$ cat config.mk
export PLATFORM = sky130hd
export DESIGN_NAME = pulse_sequencer_flat
export DESIGN_NICKNAME = d
export VERILOG_FILES = /design/src/rtl/pulse_sequencer_pkg.sv /design/src/rtl/pulse_sequencer_if.sv /design/src/rtl/pulse_sequencer_timer.sv /design/src/rtl/pulse_sequencer.sv /design/src/flat_wrapper.sv
export SDC_FILE = /design/constraint.sdc
export NUM_CORES = 1
export LEC_CHECK = 0
export CAP_MARGIN = 10
export CORE_MARGIN = 10
export CORE_UTILIZATION = 40
export CTS_BUF_LIST = sky130_fd_sc_hd__clkbuf_8
export DETAILED_ROUTE_END_ITERATION = 10
export PLACE_DENSITY = 0.61
export REMOVE_ABC_BUFFERS = 1
export SYNTH_ARGS = -nofsm -noshare
export SYNTH_HDL_FRONTEND = slang
export SYNTH_SLANG_ARGS = --single-unit
export TNS_END_PERCENT = 1
$ cat constraint.sdc
create_clock -name clk -period 2.6 [get_ports clk]
set_input_delay 0.65 -clock clk [delete_from_list [all_inputs] [get_ports clk]]
set_output_delay 0.65 -clock clk [all_outputs]
set_load 0.02 [all_outputs]
$ cat src/rtl/pulse_sequencer_pkg.sv
// Shared constants, state encoding and table-entry field positions for the
// pulse sequencer.
package pulse_sequencer_pkg;

  localparam int N_SLOTS = 8;
  localparam int ADDR_W  = 3;
  localparam int DATA_W  = 32;
  localparam int CNT_W   = 16;

  localparam int DLY_MSB = 31;
  localparam int DLY_LSB = 16;
  localparam int WID_MSB = 15;
  localparam int WID_LSB = 0;

  localparam logic [ADDR_W:0] LEN_MAX = (ADDR_W+1)'(N_SLOTS);

  typedef enum logic [2:0] {
    S_IDLE  = 3'd0,
    S_FETCH = 3'd1,
    S_LOAD  = 3'd2,
    S_DELAY = 3'd3,
    S_HIGH  = 3'd4,
    S_FIN   = 3'd5
  } state_t;

  function automatic logic [ADDR_W:0] clamp_len(input logic [ADDR_W:0] len);
    return (len > LEN_MAX) ? LEN_MAX : len;
  endfunction

endpackage

$ cat src/rtl/pulse_sequencer_if.sv
// Control, table-read and status signals of the pulse sequencer.
interface pulse_sequencer_if;
  import pulse_sequencer_pkg::*;

  logic              start;
  logic              abort;
  logic [ADDR_W:0]   cfg_len;
  logic              tbl_rd;
  logic [ADDR_W-1:0] tbl_addr;
  logic [DATA_W-1:0] tbl_data;
  logic              pulse_out;
  logic [ADDR_W-1:0] slot_idx;
  logic              busy;
  logic              done;
  logic              overrun;

  modport master (
    output start, abort, cfg_len, tbl_data,
    input  tbl_rd, tbl_addr, pulse_out, slot_idx, busy, done, overrun
  );

  modport slave (
    input  start, abort, cfg_len, tbl_data,
    output tbl_rd, tbl_addr, pulse_out, slot_idx, busy, done, overrun
  );

endinterface

$ cat src/rtl/pulse_sequencer_timer.sv
// pulse_timer: 16-bit loadable down-counter that stops at zero; shared by the
// DELAY and HIGH phases.
module pulse_timer
  import pulse_sequencer_pkg::*;
(
  input  logic             clk,
  input  logic             rst_n,
  input  logic             load,
  input  logic [CNT_W-1:0] load_val,
  output logic             zero
);

  logic [CNT_W-1:0] count_reg;

  always_ff @(posedge clk) begin
    if (!rst_n) begin
      count_reg <= '0;
    end else if (load) begin
      count_reg <= load_val;
    end else if (count_reg != '0) begin
      count_reg <= count_reg - CNT_W'(1);
    end
  end

  assign zero = (count_reg == '0);

endmodule

$ cat src/rtl/pulse_sequencer.sv
// Plays back the pulse table: fetches each entry, waits its delay, then drives
// pulse_out for its width. done/busy are registered copies of the state.
module pulse_sequencer
  import pulse_sequencer_pkg::*;
(
  input  logic             clk,
  input  logic             rst_n,
  pulse_sequencer_if.slave bus
);

  state_t            state_reg, state_next;
  logic [ADDR_W:0]   len_reg, len_next;
  logic [ADDR_W-1:0] idx_reg, idx_next;
  logic [CNT_W-1:0]  width_reg, width_next;
  logic              overrun_reg, overrun_next;
  logic              pulse_reg, done_reg, busy_reg;
  logic              tmr_load, tmr_zero, advance, last_entry;
  logic [CNT_W-1:0]  tmr_val, ent_delay, ent_width;
  logic [ADDR_W:0]   start_len;

  assign ent_delay  = bus.tbl_data[DLY_MSB:DLY_LSB];
  assign ent_width  = bus.tbl_data[WID_MSB:WID_LSB];
  assign start_len  = clamp_len(bus.cfg_len);
  assign last_entry = ({1'b0, idx_reg} == (len_reg - (ADDR_W+1)'(1)));

  pulse_timer u_timer (
    .clk      (clk),
    .rst_n    (rst_n),
    .load     (tmr_load),
    .load_val (tmr_val),
    .zero     (tmr_zero)
  );

  always_comb begin
    state_next   = state_reg;
    len_next     = len_reg;
    idx_next     = idx_reg;
    width_next   = width_reg;
    overrun_next = overrun_reg;
    tmr_load     = 1'b0;
    tmr_val      = '0;
    advance      = 1'b0;
    if (bus.abort) begin
      state_next = S_IDLE;
    end else begin
      case (state_reg)
        S_IDLE: begin
          if (bus.start) begin
            len_next     = start_len;
            idx_next     = '0;
            overrun_next = 1'b0;
            state_next   = (start_len == '0) ? S_FIN : S_FETCH;
          end
        end
        S_FETCH: state_next = S_LOAD;
        S_LOAD: begin
          width_next = ent_width;
          if (ent_delay != '0) begin
            tmr_load   = 1'b1;
            tmr_val    = ent_delay - CNT_W'(1);
            state_next = S_DELAY;
          end else if (ent_width != '0) begin
            tmr_load   = 1'b1;
            tmr_val    = ent_width - CNT_W'(1);
            state_next = S_HIGH;
          end else begin
            advance = 1'b1;
          end
        end
        S_DELAY: begin
          if (tmr_zero) begin
            if (width_reg != '0) begin
              tmr_load   = 1'b1;
              tmr_val    = width_reg - CNT_W'(1);
              state_next = S_HIGH;
            end else begin
              advance = 1'b1;
            end
          end
        end
        S_HIGH:  advance = tmr_zero;
        S_FIN:   state_next = S_IDLE;
        default: state_next = S_IDLE;
      endcase
      if (state_reg != S_IDLE && bus.start) begin
        overrun_next = 1'b1;
      end
      if (advance) begin
        if (last_entry) begin
          state_next = S_FIN;
        end else begin
          idx_next   = idx_reg + ADDR_W'(1);
          state_next = S_FETCH;
        end
      end
    end
  end

  // pulse_out follows the next state so it is high exactly during HIGH cycles
  always_ff @(posedge clk) begin
    if (!rst_n) begin
      state_reg   <= S_IDLE;
      len_reg     <= '0;
      idx_reg     <= '0;
      width_reg   <= '0;
      overrun_reg <= 1'b0;
      pulse_reg   <= 1'b0;
      done_reg    <= 1'b0;
      busy_reg    <= 1'b0;
    end else begin
      state_reg   <= state_next;
      len_reg     <= len_next;
      idx_reg     <= idx_next;
      width_reg   <= width_next;
      overrun_reg <= overrun_next;
      pulse_reg   <= (state_next == S_HIGH);
      done_reg    <= (state_reg == S_FIN) && !bus.abort;
      busy_reg    <= (state_reg != S_IDLE);
    end
  end

  assign bus.tbl_rd    = (state_reg == S_FETCH);
  assign bus.tbl_addr  = idx_reg;
  assign bus.pulse_out = pulse_reg;
  assign bus.slot_idx  = (state_reg != S_IDLE) ? idx_reg : '0;
  assign bus.busy      = busy_reg;
  assign bus.done      = done_reg;
  assign bus.overrun   = overrun_reg;

endmodule

$ cat src/flat_wrapper.sv
// flat-port wrapper written by rule: the top's interface ports become plain ports
module pulse_sequencer_flat import pulse_sequencer_pkg::*;
  (clk, rst_n, bus_start, bus_abort, bus_cfg_len, bus_tbl_data, bus_tbl_rd, bus_tbl_addr, bus_pulse_out, bus_slot_idx, bus_busy, bus_done, bus_overrun);
  pulse_sequencer_if bus_i ();
  input  logic clk;
  input  logic rst_n;
  input wire logic [$bits(bus_i.start)-1:0] bus_start;
  input wire logic [$bits(bus_i.abort)-1:0] bus_abort;
  input wire logic [$bits(bus_i.cfg_len)-1:0] bus_cfg_len;
  input wire logic [$bits(bus_i.tbl_data)-1:0] bus_tbl_data;
  output wire logic [$bits(bus_i.tbl_rd)-1:0] bus_tbl_rd;
  output wire logic [$bits(bus_i.tbl_addr)-1:0] bus_tbl_addr;
  output wire logic [$bits(bus_i.pulse_out)-1:0] bus_pulse_out;
  output wire logic [$bits(bus_i.slot_idx)-1:0] bus_slot_idx;
  output wire logic [$bits(bus_i.busy)-1:0] bus_busy;
  output wire logic [$bits(bus_i.done)-1:0] bus_done;
  output wire logic [$bits(bus_i.overrun)-1:0] bus_overrun;
  assign bus_i.start = bus_start;
  assign bus_i.abort = bus_abort;
  assign bus_i.cfg_len = bus_cfg_len;
  assign bus_i.tbl_data = bus_tbl_data;
  assign bus_tbl_rd = bus_i.tbl_rd;
  assign bus_tbl_addr = bus_i.tbl_addr;
  assign bus_pulse_out = bus_i.pulse_out;
  assign bus_slot_idx = bus_i.slot_idx;
  assign bus_busy = bus_i.busy;
  assign bus_done = bus_i.done;
  assign bus_overrun = bus_i.overrun;
  pulse_sequencer u_core (.clk(clk), .rst_n(rst_n), .bus(bus_i));
endmodule
==> summary.md <==
| Metric | Value |
|---|---|
| Reg2Reg Setup Slack | 0.22 ns |
| Antenna fix cells | 0 |
| Worst hold-check path type | flip-flop to flip-flop |
| CTS buffer count | 5 |
| Relative slew slack | 62.50% |
| Via-to-Cell Ratio | 5.598 |
| DIE WIDTH | 115.8 um |
| Critical Path Max Stage Delay | between 0.4 and 0.5 ns |
| Starting Density | roughly two fifths |
| Via Count | approximately 3.8k |
| Final Max Tran Viols | 0 |
| Commonest cells after routing, fill and taps aside | buf_4 (81), nand2_1 (54), clkdlybuf4s50_1 (45), dfxtp_1 (45), nor2_1 (42) |
| Avg Cell Area, Syn | approximately 8 um^2 |
| PnR worst setup slack | just under 0.07 ns |
| Post-synthesis instance area | 0.003672 mm^2 |
| Fraction of the cycle the final worst path needs | about 100% |
| Setup TNS | 0 ns |
| Area of the multi-input gates | 0.002669 mm^2 |
| Hold Path Stages | 2 |
| Post-synth top flop | dfxtp_1 |
| Most common cell after layout, fill and taps aside | buf_4 |
| CTS tree | built |
| Core area | 0.008848 mm^2 |
| H-tree levels | 2 |
| Tot Pwr | approximately 2500 uW |
| Ys Warns | 0 |
| GP Congestion | 0.9391 |
| Number of synthesized flops with an enable pin | 0 |
| Cells on worst reg2reg path | 10 |
| Share of cells above drive strength 1 | 24.56% |
| FFs w/ async S/R, synth | 0% |
| Flip-flop and latch count after synthesis | 46 |
| FF-to-FF End | u_core.u_timer.count_reg[10] |
| Total wire length | roughly 12000 um |
| Hold Path Sink | u_core.len_reg[3] |
| CP Capture Type | flip-flop |
| CTS clock-pin slew for the worst setup and hold paths | ~0.090 ns |
| Initial antenna violation count | 0 |
| Layout area overhead | 37.75% |
| DRC viols | 0 |
| Cell count after synthesis | between 400 and 500 |
| Largest fanout on the critical path | 8 |
| Critical path class | input port to flip-flop |
| WP data arrival | around 2.7 ns |
| PD cells | about 490 mW/mm^2 |
| VDD IR max | between 0.0002 and 0.00025 V |
| Tightest Pin Transition | around 0.56 ns |
| Total GRT Usage | 17.92% |
| Sequential cell area | about 920 um^2 |
| Setup bufs post-CTS | 0 |
| Beginning of the worst hold path | u_core.len_reg[3] |
| Outcome | finished clean |
| Vias in the first global route | about 3.7k |
| Max-capacitance violation count | 0 |
| Final Hold Vio Count | 0 |
| GRT overflow | 0 |
| Top cells by area, synth | dfxtp_1 (25%), xnor2_1 (5.7%), nand2_1 (5.6%) |
| P_leak | 0.002038 uW |
| Post-DP HPWL | between 9000 and 10000 um |
| CTS sink count | 46 |
| Fin crit period | 2.532 ns |
| First-pass GRT wire length | between 15000 and 20000 um |
| CP max stage cell | clkdlybuf4s50_1 |
| Finished Cell Area | just over 0.005 mm^2 |
| F_max | 0.3950 GHz |
| Post-synth top area share | between 20% and 30% |
| Routed WL per cell | 17.45 um |
| Crit-path most repeated cell | buf_4 |
| I/O pins | 51 |
| Unrepaired setup endpoints after global routing | yes |
| Filler cells | ~840 |
| Final setup viols | 0 |
| Clock latency at the later pin of the worst-skew pair | about 0.30 ns |
| Largest net degree at the start of global routing | 30 |
| Count of cell types in the netlist | 66 |
| Pre-antenna DRT Iters | 4 |
| Crit path cell chain | clkdlybuf4s50_1, inv_1, ha_1, nor3b_2, buf_4, nand4_4, o211ai_4, buf_4, o22ai_1, o311a_1 |
| DIE AREA | between 0.01 and 0.015 mm^2 |
| Iteration-0 DRC Markers | about 210 |
| Port bufs | 50 |
| Most area-hungry cell type in the Yosys netlist | dfxtp_1 |
| Dpl cell area | 0.004876 mm^2 |
| Clock skew | approximately 0.0087 ns |
| Die height | roughly 120 um |
| Worst reg2reg startpoint | u_core.u_timer.count_reg[0] |
| Fin nets | 620 |
| Root Driver | clkbuf_8 |
| Pre-CTS setup slack | -0.3602 ns |
| CTS Buffer Depth | 2 |
| Req. time, crit path | 2.78 ns |
| Final hold slack | just under 0.5 ns |
| Final ANT Viol Nets | 0 |
| FP Rows | 34 |
| Seq/Total Area, Yosys | 25.08% |
| Worst setup SP type | input port |
## worst max-delay path by stage
| stage | cells after the start | slack (ns) | startpoint | end |
|---|---|---|---|---|
| after floorplan | 8 | -0.29 | bus_tbl_data[16] | u_core.u_timer.count_reg[10] |
| after global routing | 12 | -0.003 | bus_tbl_data[0] | u_core.u_timer.count_reg[4] |
| after global placement | 10 | -0.36 | bus_tbl_data[1] | u_core.u_timer.count_reg[8] |
| final | 10 | 0.07 | bus_tbl_data[0] | u_core.u_timer.count_reg[8] |
| after detailed placement | 10 | -0.36 | bus_tbl_data[0] | u_core.u_timer.count_reg[8] |
| after CTS | 7 | 0.008 | bus_tbl_data[19] | u_core.u_timer.count_reg[7] |
## per-stage QoR
| stage | cells | util [%] |
|---|---|---|
| floorplan | 432 | - |
| global placement | 674 | 55.10 |
| detailed placement | 674 | 55.10 |
| CTS | 682 | 56.42 |
| global route | 682 | 57.17 |
| finish | 682 | 57.17 |
## where the power goes
| part | leakage, uW | switching [uW] | internal (uW) | total, uW |
|---|---|---|---|---|
| combinational | 0.00162 | 560 | 546 | 1110 |
| clock | 0.0000472 | 252 | 214 | 466 |
| sequential | 0.000375 | 114 | 808 | 922 |
## worst max-delay path: cells and delay by family
kind / cells / cell delay, ns
compound gates: 3 / 0.84
buf+inv: 4 / 0.80
simple gates: 2 / 0.27
fa+ha+maj: 1 / 0.15
## metal layers
metal	share of wire (%)	vias up	global-route usage (%)
li1	-	1904	-
met1	49	1821	25.16
met2	46	83	28.67
met3	3.8	10	2.171
met4	1.1	0	3.753
met5	0	-	0
## cells in the mapped netlist, drive strengths merged (11+ instances only)
library cell / count
a211oi: 11
a21boi: 18
dfxtp: 46
inv: 15
nand2: 55
nor2: 44
nor2b: 14
nor3: 27
nor4: 18
xnor2: 24
xor2: 22
## timing repair
item                       4_1_cts  5_1_grt
hold buffers                     0        0
resized for setup                3       18
pin swaps                        0        2
setup endpoints to repair        4       23
## logic make-up (layout without fill, tap and decap cells)
family | count (synthesis) | after routing | share of synthesized area, %
simple gates | 213 | 213 | 34.45
buf+inv | 30 | 157 | 4.259
fa+ha+maj | 7 | 7 | 2.385
flops | 46 | 46 | 25.08
compound gates | 100 | 100 | 21.47
xor+xnor | 46 | 46 | 10.97
mux | 5 | 5 | 1.397
## layout make-up
cell class	instances	area share (%)
Clock buffer	6	1.632
Clock inverter	2	0.2473
Inverter	15	1.113
Multi-Input combinational cell	371	52.76
Sequential cell	46	18.23
Tap cell	108	2.671
Timing Repair Buffer	134	23.35
No activity file was read; power rests on OpenSTA's default activity.
==> variant 1: new RTL, same flow settings <==
Re-encode `state_t` (6 states) as one-hot, 6 bits wide.
--- a/src/rtl/pulse_sequencer_pkg.sv
+++ b/src/rtl/pulse_sequencer_pkg.sv
@@ -14,13 +14,13 @@
 
   localparam logic [ADDR_W:0] LEN_MAX = (ADDR_W+1)'(N_SLOTS);
 
-  typedef enum logic [2:0] {
-    S_IDLE  = 3'd0,
-    S_FETCH = 3'd1,
-    S_LOAD  = 3'd2,
-    S_DELAY = 3'd3,
-    S_HIGH  = 3'd4,
-    S_FIN   = 3'd5
+  typedef enum logic [5:0] {
+    S_IDLE  = 6'b000001,
+    S_FETCH = 6'b000010,
+    S_LOAD  = 6'b000100,
+    S_DELAY = 6'b001000,
+    S_HIGH  = 6'b010000,
+    S_FIN   = 6'b100000
   } state_t;
 
   function automatic logic [ADDR_W:0] clamp_len(input logic [ADDR_W:0] len);
Function: same outputs for any inputs over 10 cycles, from zero or initial values and one cycle with rst_n low; not proved beyond that.
==> variant 1 against the original RTL <==
  * Wire length is 3.2% lower
  * Count of clock-buffer cells in the layout is 1 lower
  * Sequential power is 4.8% lower
  * Critical path type unchanged
  * Worst setup slack worse by 0.057 ns
  * Synthesized area is 3.9% lower
  * Highest routed layer unchanged
  * Cell area is 1.9% higher
  * Via count is 1.0% higher
  * Total power is 4.6% lower
  * Largest power group unchanged
  * Sequential cell count is 3 higher
  * Register-to-register slack worse by 0.21 ns
==> variant 1: results (changes against the original RTL) <==
.. list-table::
   :header-rows: 1

   * - Metric
     - Value
   * - Outcome
     - completed
   * - Total Routed Length
     - 11520 µm (-3.2%)
   * - CTS Buf Count
     - 5 (unchanged)
   * - ANT cells
     - 0 (unchanged)
   * - Place WS
     - -0.6739 ns (-0.3137 ns)
   * - Slowest cell delay on critical path
     - 0.56 ns (+0.15 ns)
   * - Worst-case hold slack
     - 0.5110 ns (+0.01396 ns)
   * - Routability-driven placement congestion ratio
     - 0.9607 (+2.3%)
   * - Layout cell share with drive strength beyond 1
     - 25.37% (+0.81 points)
   * - Fillcell total
     - 799 (-4.8%)
   * - Leakage
     - 2.140 nW (+5.0%)
   * - Vias
     - 3857 (+1.0%)
   * - Worst path top cell family by delay
     - simple AND/OR/NAND/NOR gates
   * - Worst ir drop on vdd
     - 253.3 µV (+15%)
   * - Worst hold path startpoint
     - u_core.bus.overrun
   * - Final std cells w/o fill
     - 711 (+4.3%)
   * - Cell types occupying the most area after synthesis
     - dfxtp_1, xor2_1, xnor2_1, nor2_1, mux2i_1
   * - Mean area per synthesized cell
     - 7.740 µm² (-5.8%)
   * - Setup slack of the worst register-to-register path
     - 0.01 ns (-0.21 ns)
   * - Cell count of the worst reg-to-reg path
     - 8 (-2)
   * - Met3 usage in global routing
     - 2.625% (+0.45 points)
   * - Synth warnings
     - 0 (unchanged)
   * - Pin count of the biggest net entering global routing
     - 26 (-13%)
   * - Clock edge transition at the registers on the reported setup and hold paths
     - 0.09 ns (about the same)
   * - Final Hold Vio Count
     - 0 (unchanged)
   * - Source of the critical timing path
     - bus_tbl_data[13]
   * - Max stage delay cell, worst path
     - or4b_4
   * - Measured slew at the worst slew-check pin
     - 0.6702 ns (+0.1150 ns)
   * - Global-route met2 utilization
     - 28.06% (-0.61 points)
   * - List of most frequent post-synthesis cells
     - nor2_1, dfxtp_1, nor3_1
   * - Number of DRC violations after detailed-routing iteration 0
     - 220 (+4.3%)
   * - Hold EP
     - u_core.bus.overrun
   * - Start of the worst register-to-register path
     - u_core.u_timer.count_reg[8]
   * - First-pass iteration count of the detailed router
     - 4 (unchanged)
   * - Global-route wire length before repair
     - 18840 µm (-3.1%)
   * - Number of distinct library cells after synthesis
     - 52 (-21%)
   * - Internal Dissipation
     - 0.001551 W (-1.1%)
   * - Post-DP HPWL
     - 9296 µm (-4.4%)
   * - Fin crit period
     - 2.589 ns (+0.05670 ns)
   * - Met1 GRT Util
     - 23.55% (-1.6 points)
   * - Total placed cells including tap cells
     - 697 (+3.4%)
   * - Clock Skews
     - 0.008415 ns (-0.0003197 ns)
   * - Fraction of the yosys area taken by sequential cells
     - 27.79% (+2.7 points)
   * - All-layer global routing usage
     - 17.54% (-0.38 points)
   * - Antenna violations before repair
     - 0 (unchanged)
   * - Biggest fanout along the worst timing path
     - 5 (-3)
   * - Nets@finish
     - 649 (+4.7%)
   * - Worst r2r dst
     - u_core.u_timer.count_reg[14]
[variant 1: what timing repair did]
action | 4_1_cts | 5_1_grt
hold buffers | 0 | 0
resized for setup | 30 | 22
pin swaps | 13 | 10
setup endpoints to repair | 24 | 22
buffers inserted | 3 | 3
[variant 1: power groups by stage]
stage	combinational, W	sequential [W]	clock, W
floorplan	0.000566	0.000911	0
global placement	0.00100	0.000893	0
detailed placement	0.00102	0.000895	0
CTS	0.00104	0.000879	0.000473
global route	0.00115	0.000889	0.000500
finish	0.00104	0.000878	0.000456
[variant 1: worst register-to-register path, delay by kind of cell (launching register included)]
family	cells	cell delay, ns
DFF	1	0.32
and+or+nand+nor	4	1.44
buffers and inverters	1	0.16
AOI/OAI and AO/OA	3	0.58
[variant 1: cell type report]
cell class                      instances  share of cell area [%]
Tap cell                              108                   2.622
Sequential cell                        49                   19.03
Clock buffer                            5                   1.335
Inverter                               13                  0.9468
Multi-Input combinational cell        374                   49.87
Timing Repair Buffer                  159                   25.83
Clock inverter                          3                  0.3642
[variant 1: layer usage]
layer | vias up | share of wire [%]
met1 | 1777 | 48
met2 | 118 | 46
met4 | 0 | 1.5
met3 | 11 | 5.1
met5 | - | 0
li1 | 1951 | -
[variant 1: stage by stage]
stage / total power (W) / util, % / instance area [µm²] / setup TNS, ns
after floorplan: 0.001477 / - / 3438 / -5.050
after global placement: 0.001897 / 56.27 / 4860 / -13.10
after detailed placement: 0.001917 / 56.27 / 4860 / -13.66
after CTS: 0.002392 / 58.27 / 5032 / -0.05053
after global routing: 0.002542 / 59.68 / 5154 / -0.3159
final: 0.002379 / 59.68 / 5154 / 0
[variant 1: worst max-delay path by stage]
stage / to / depth (start not counted)
finish: u_core.u_timer.count_reg[14] / 7
global route: u_core.u_timer.count_reg[9] / 10
CTS: u_core.u_timer.count_reg[14] / 10
detailed placement: u_core.u_timer.count_reg[14] / 9
global placement: u_core.u_timer.count_reg[14] / 10
floorplan: u_core.u_timer.count_reg[14] / 9
[variant 1: kinds of logic after synthesis]
group / synth area share, %
muxes: 5.104
DFF: 27.79
adders and majority gates: 2.481
AOI/OAI and AO/OA: 16.13
and+or+nand+nor: 31.12
buffers and inverters: 3.970
xor gates and xnor gates: 13.40
==> variant 2: new RTL, same flow settings <==
Made on the original files. Make the reset (`rst_n`) asynchronous in 2 clocked blocks.
--- a/src/rtl/pulse_sequencer_timer.sv
+++ b/src/rtl/pulse_sequencer_timer.sv
@@ -12,7 +12,7 @@
 
   logic [CNT_W-1:0] count_reg;
 
-  always_ff @(posedge clk) begin
+  always_ff @(posedge clk or negedge rst_n) begin
     if (!rst_n) begin
       count_reg <= '0;
     end else if (load) begin
--- a/src/rtl/pulse_sequencer.sv
+++ b/src/rtl/pulse_sequencer.sv
@@ -97,7 +97,7 @@
   end
 
   // pulse_out follows the next state so it is high exactly during HIGH cycles
-  always_ff @(posedge clk) begin
+  always_ff @(posedge clk or negedge rst_n) begin
     if (!rst_n) begin
       state_reg   <= S_IDLE;
       len_reg     <= '0;
Behaviour: differs if rst_n is asserted again (counterexample within 4 cycles, from zero or initial values and one cycle with rst_n low); with rst_n held inactive, the same outputs for 10 cycles.
==> variant 2 against the original RTL <==
  * Sequential cell count unchanged
  * Synthesized area decreased by 5.2%
  * Total power increased by 15%
  * Cell count decreased by 7.5%
  * First-iteration DRC count decreased by 21%
  * Worst setup slack improved by 0.031 ns
  * Wire length decreased by 9.7%
  * Global-route usage decreased by 1.3 points
  * Critical path type is now flip-flop to flip-flop
  * Cell area decreased by 2.3%
==> variant 2: results (changes against the original RTL) <==
.. list-table::
   :header-rows: 1

   * - Metric
     - Value
   * - All-layer global routing usage
     - 16.62% (-1.3 points)
   * - Outcome
     - completed
   * - Cell types occupying the most area after synthesis
     - dfrtp_1, xor2_1, xnor2_1, mux2_2, nor2_1
   * - Async S/R FF share, synth
     - 100.0% (+100 points)
   * - Max stage delay cell, worst path
     - or4b_4
   * - Setup slack of the worst register-to-register path
     - 0.1 ns (-0.12 ns)
   * - Clock Skews
     - 0.006107 ns (-0.002628 ns)
   * - XOR/XNOR share of the synthesized area
     - 13.34% (+2.4 points)
   * - Relative contribution of the clock network to total power
     - 15.9% (-2.8 points)
   * - Sw Share
     - 38.21% (+1.1 points)
   * - Biggest fanout along the worst timing path
     - 5 (-3)
   * - Total Routed Length
     - 10750 µm (-9.7%)
   * - Layout cell share with drive strength beyond 1
     - 26.62% (+2.1 points)
   * - Slowest cell delay on critical path
     - 0.63 ns (+0.22 ns)
   * - Combinational gate power
     - 0.00118 W (+6%)
   * - Cell count of the worst reg-to-reg path
     - 6 (-4)
   * - Class of the tightest hold or removal check
     - primary input to asynchronous set/reset pin
   * - Via-per-instance ratio
     - 5.537 (-1.1%)
   * - Top flip-flop cell by instance count after synthesis
     - dfrtp_1
   * - Worst rel slew slack
     - 60.49% (-2.0 points)
   * - Leakage
     - 2.040 nW (about the same)
   * - Number of distinct library cells after synthesis
     - 58 (-12%)
   * - CTS Buf Count
     - 5 (unchanged)
   * - Routability-driven placement congestion ratio
     - 0.9081 (-3.3%)
   * - Nets@finish
     - 572 (-7.7%)
   * - Post-DP HPWL
     - 8792 µm (-9.6%)
   * - Global-route wire length before repair
     - 17580 µm (-9.6%)
   * - First-pass iteration count of the detailed router
     - 5 (+1)
   * - Power density of the placed cells
     - 581.6 mW/mm² (+18%)
   * - Post-synthesis mux area share
     - 7.153% (+5.8 points)
   * - Worst-case hold slack
     - 0.3227 ns (-0.1744 ns)
   * - Pin count of the biggest net entering global routing
     - 27 (-10%)
   * - Number of global-route vias before repair
     - 3501 (-5.9%)
   * - Adder-cell share of the synthesized area
     - 2.516% (+0.13 points)
   * - Post-synthesis compound-gate area fraction
     - 14.52% (-6.9 points)
   * - Source of the critical timing path
     - u_core.u_timer.count_reg[10]
   * - List of most frequent post-synthesis cells
     - dfrtp_1, xor2_1, nor2_1
   * - Fraction of the yosys area taken by sequential cells
     - 33.07% (+8.0 points)
   * - Worst ir drop on vdd
     - 306.2 µV (+39%)
   * - ANT cells
     - 0 (unchanged)
==> variant 2: cell types whose count changed in the layout (fill, tap and decap cells not counted), moves of 11 or more <==
| cell | unedited run | this run |
|---|---|---|
| xor2_1 | 22 | 33 |
| mux2_2 | 1 | 15 |
| nand2_1 | 54 | 28 |
| a21boi_0 | 18 | 0 |
| dfrtp_1 | 0 | 45 |
| nor2_1 | 42 | 30 |
| dfxtp_1 | 45 | 0 |
==> variant 2: metrics by stage <==
stage | setup TNS [ns] | instance area (µm²) | cells | setup WS (ns)
6_report | 0 | 4943 | 631 | 0.09948
5_1_grt | -0.002184 | 4943 | 631 | -0.002184
3_5_place_dp | -10.46 | 4700 | 621 | -0.5148
3_3_place_gp | -9.269 | 4700 | 621 | -0.4458
4_1_cts | 0 | 4872 | 631 | 0.001928
2_1_floorplan | -0.1141 | 3432 | 384 | -0.05931
==> variant 2: metal layers <==
metal  part of all wire, %  up-vias  wire, µm  GRT usage, %
met5                     0        -         0             0
met1                    44     1671      4760         20.67
met2                    49       94      5238         28.15
met4                   1.4        0       151         5.753
met3                   5.5       14       596         2.905
li1                      -     1715         -             -
==> variant 2: repair_timing <==
| item | CTS | global route |
|---|---|---|
| endpoints found under the setup margin | 23 | 26 |
| pin swaps | 11 | 7 |
| gates resized for setup | 21 | 22 |
| hold endpoints to repair | 0 | 0 |
| hold buffers | 0 | 0 |
| buffers inserted | 2 | 0 |
==> variant 2: final cells by class <==
type	instances	area (µm²)
Fill cell	727	3397
Clock inverter	2	8.758
Inverter	12	45.04
Tap cell	105	131.4
Sequential cell	46	1152
Clock buffer	6	82.58
Multi-Input combinational cell	326	2361
Timing Repair Buffer	134	1162
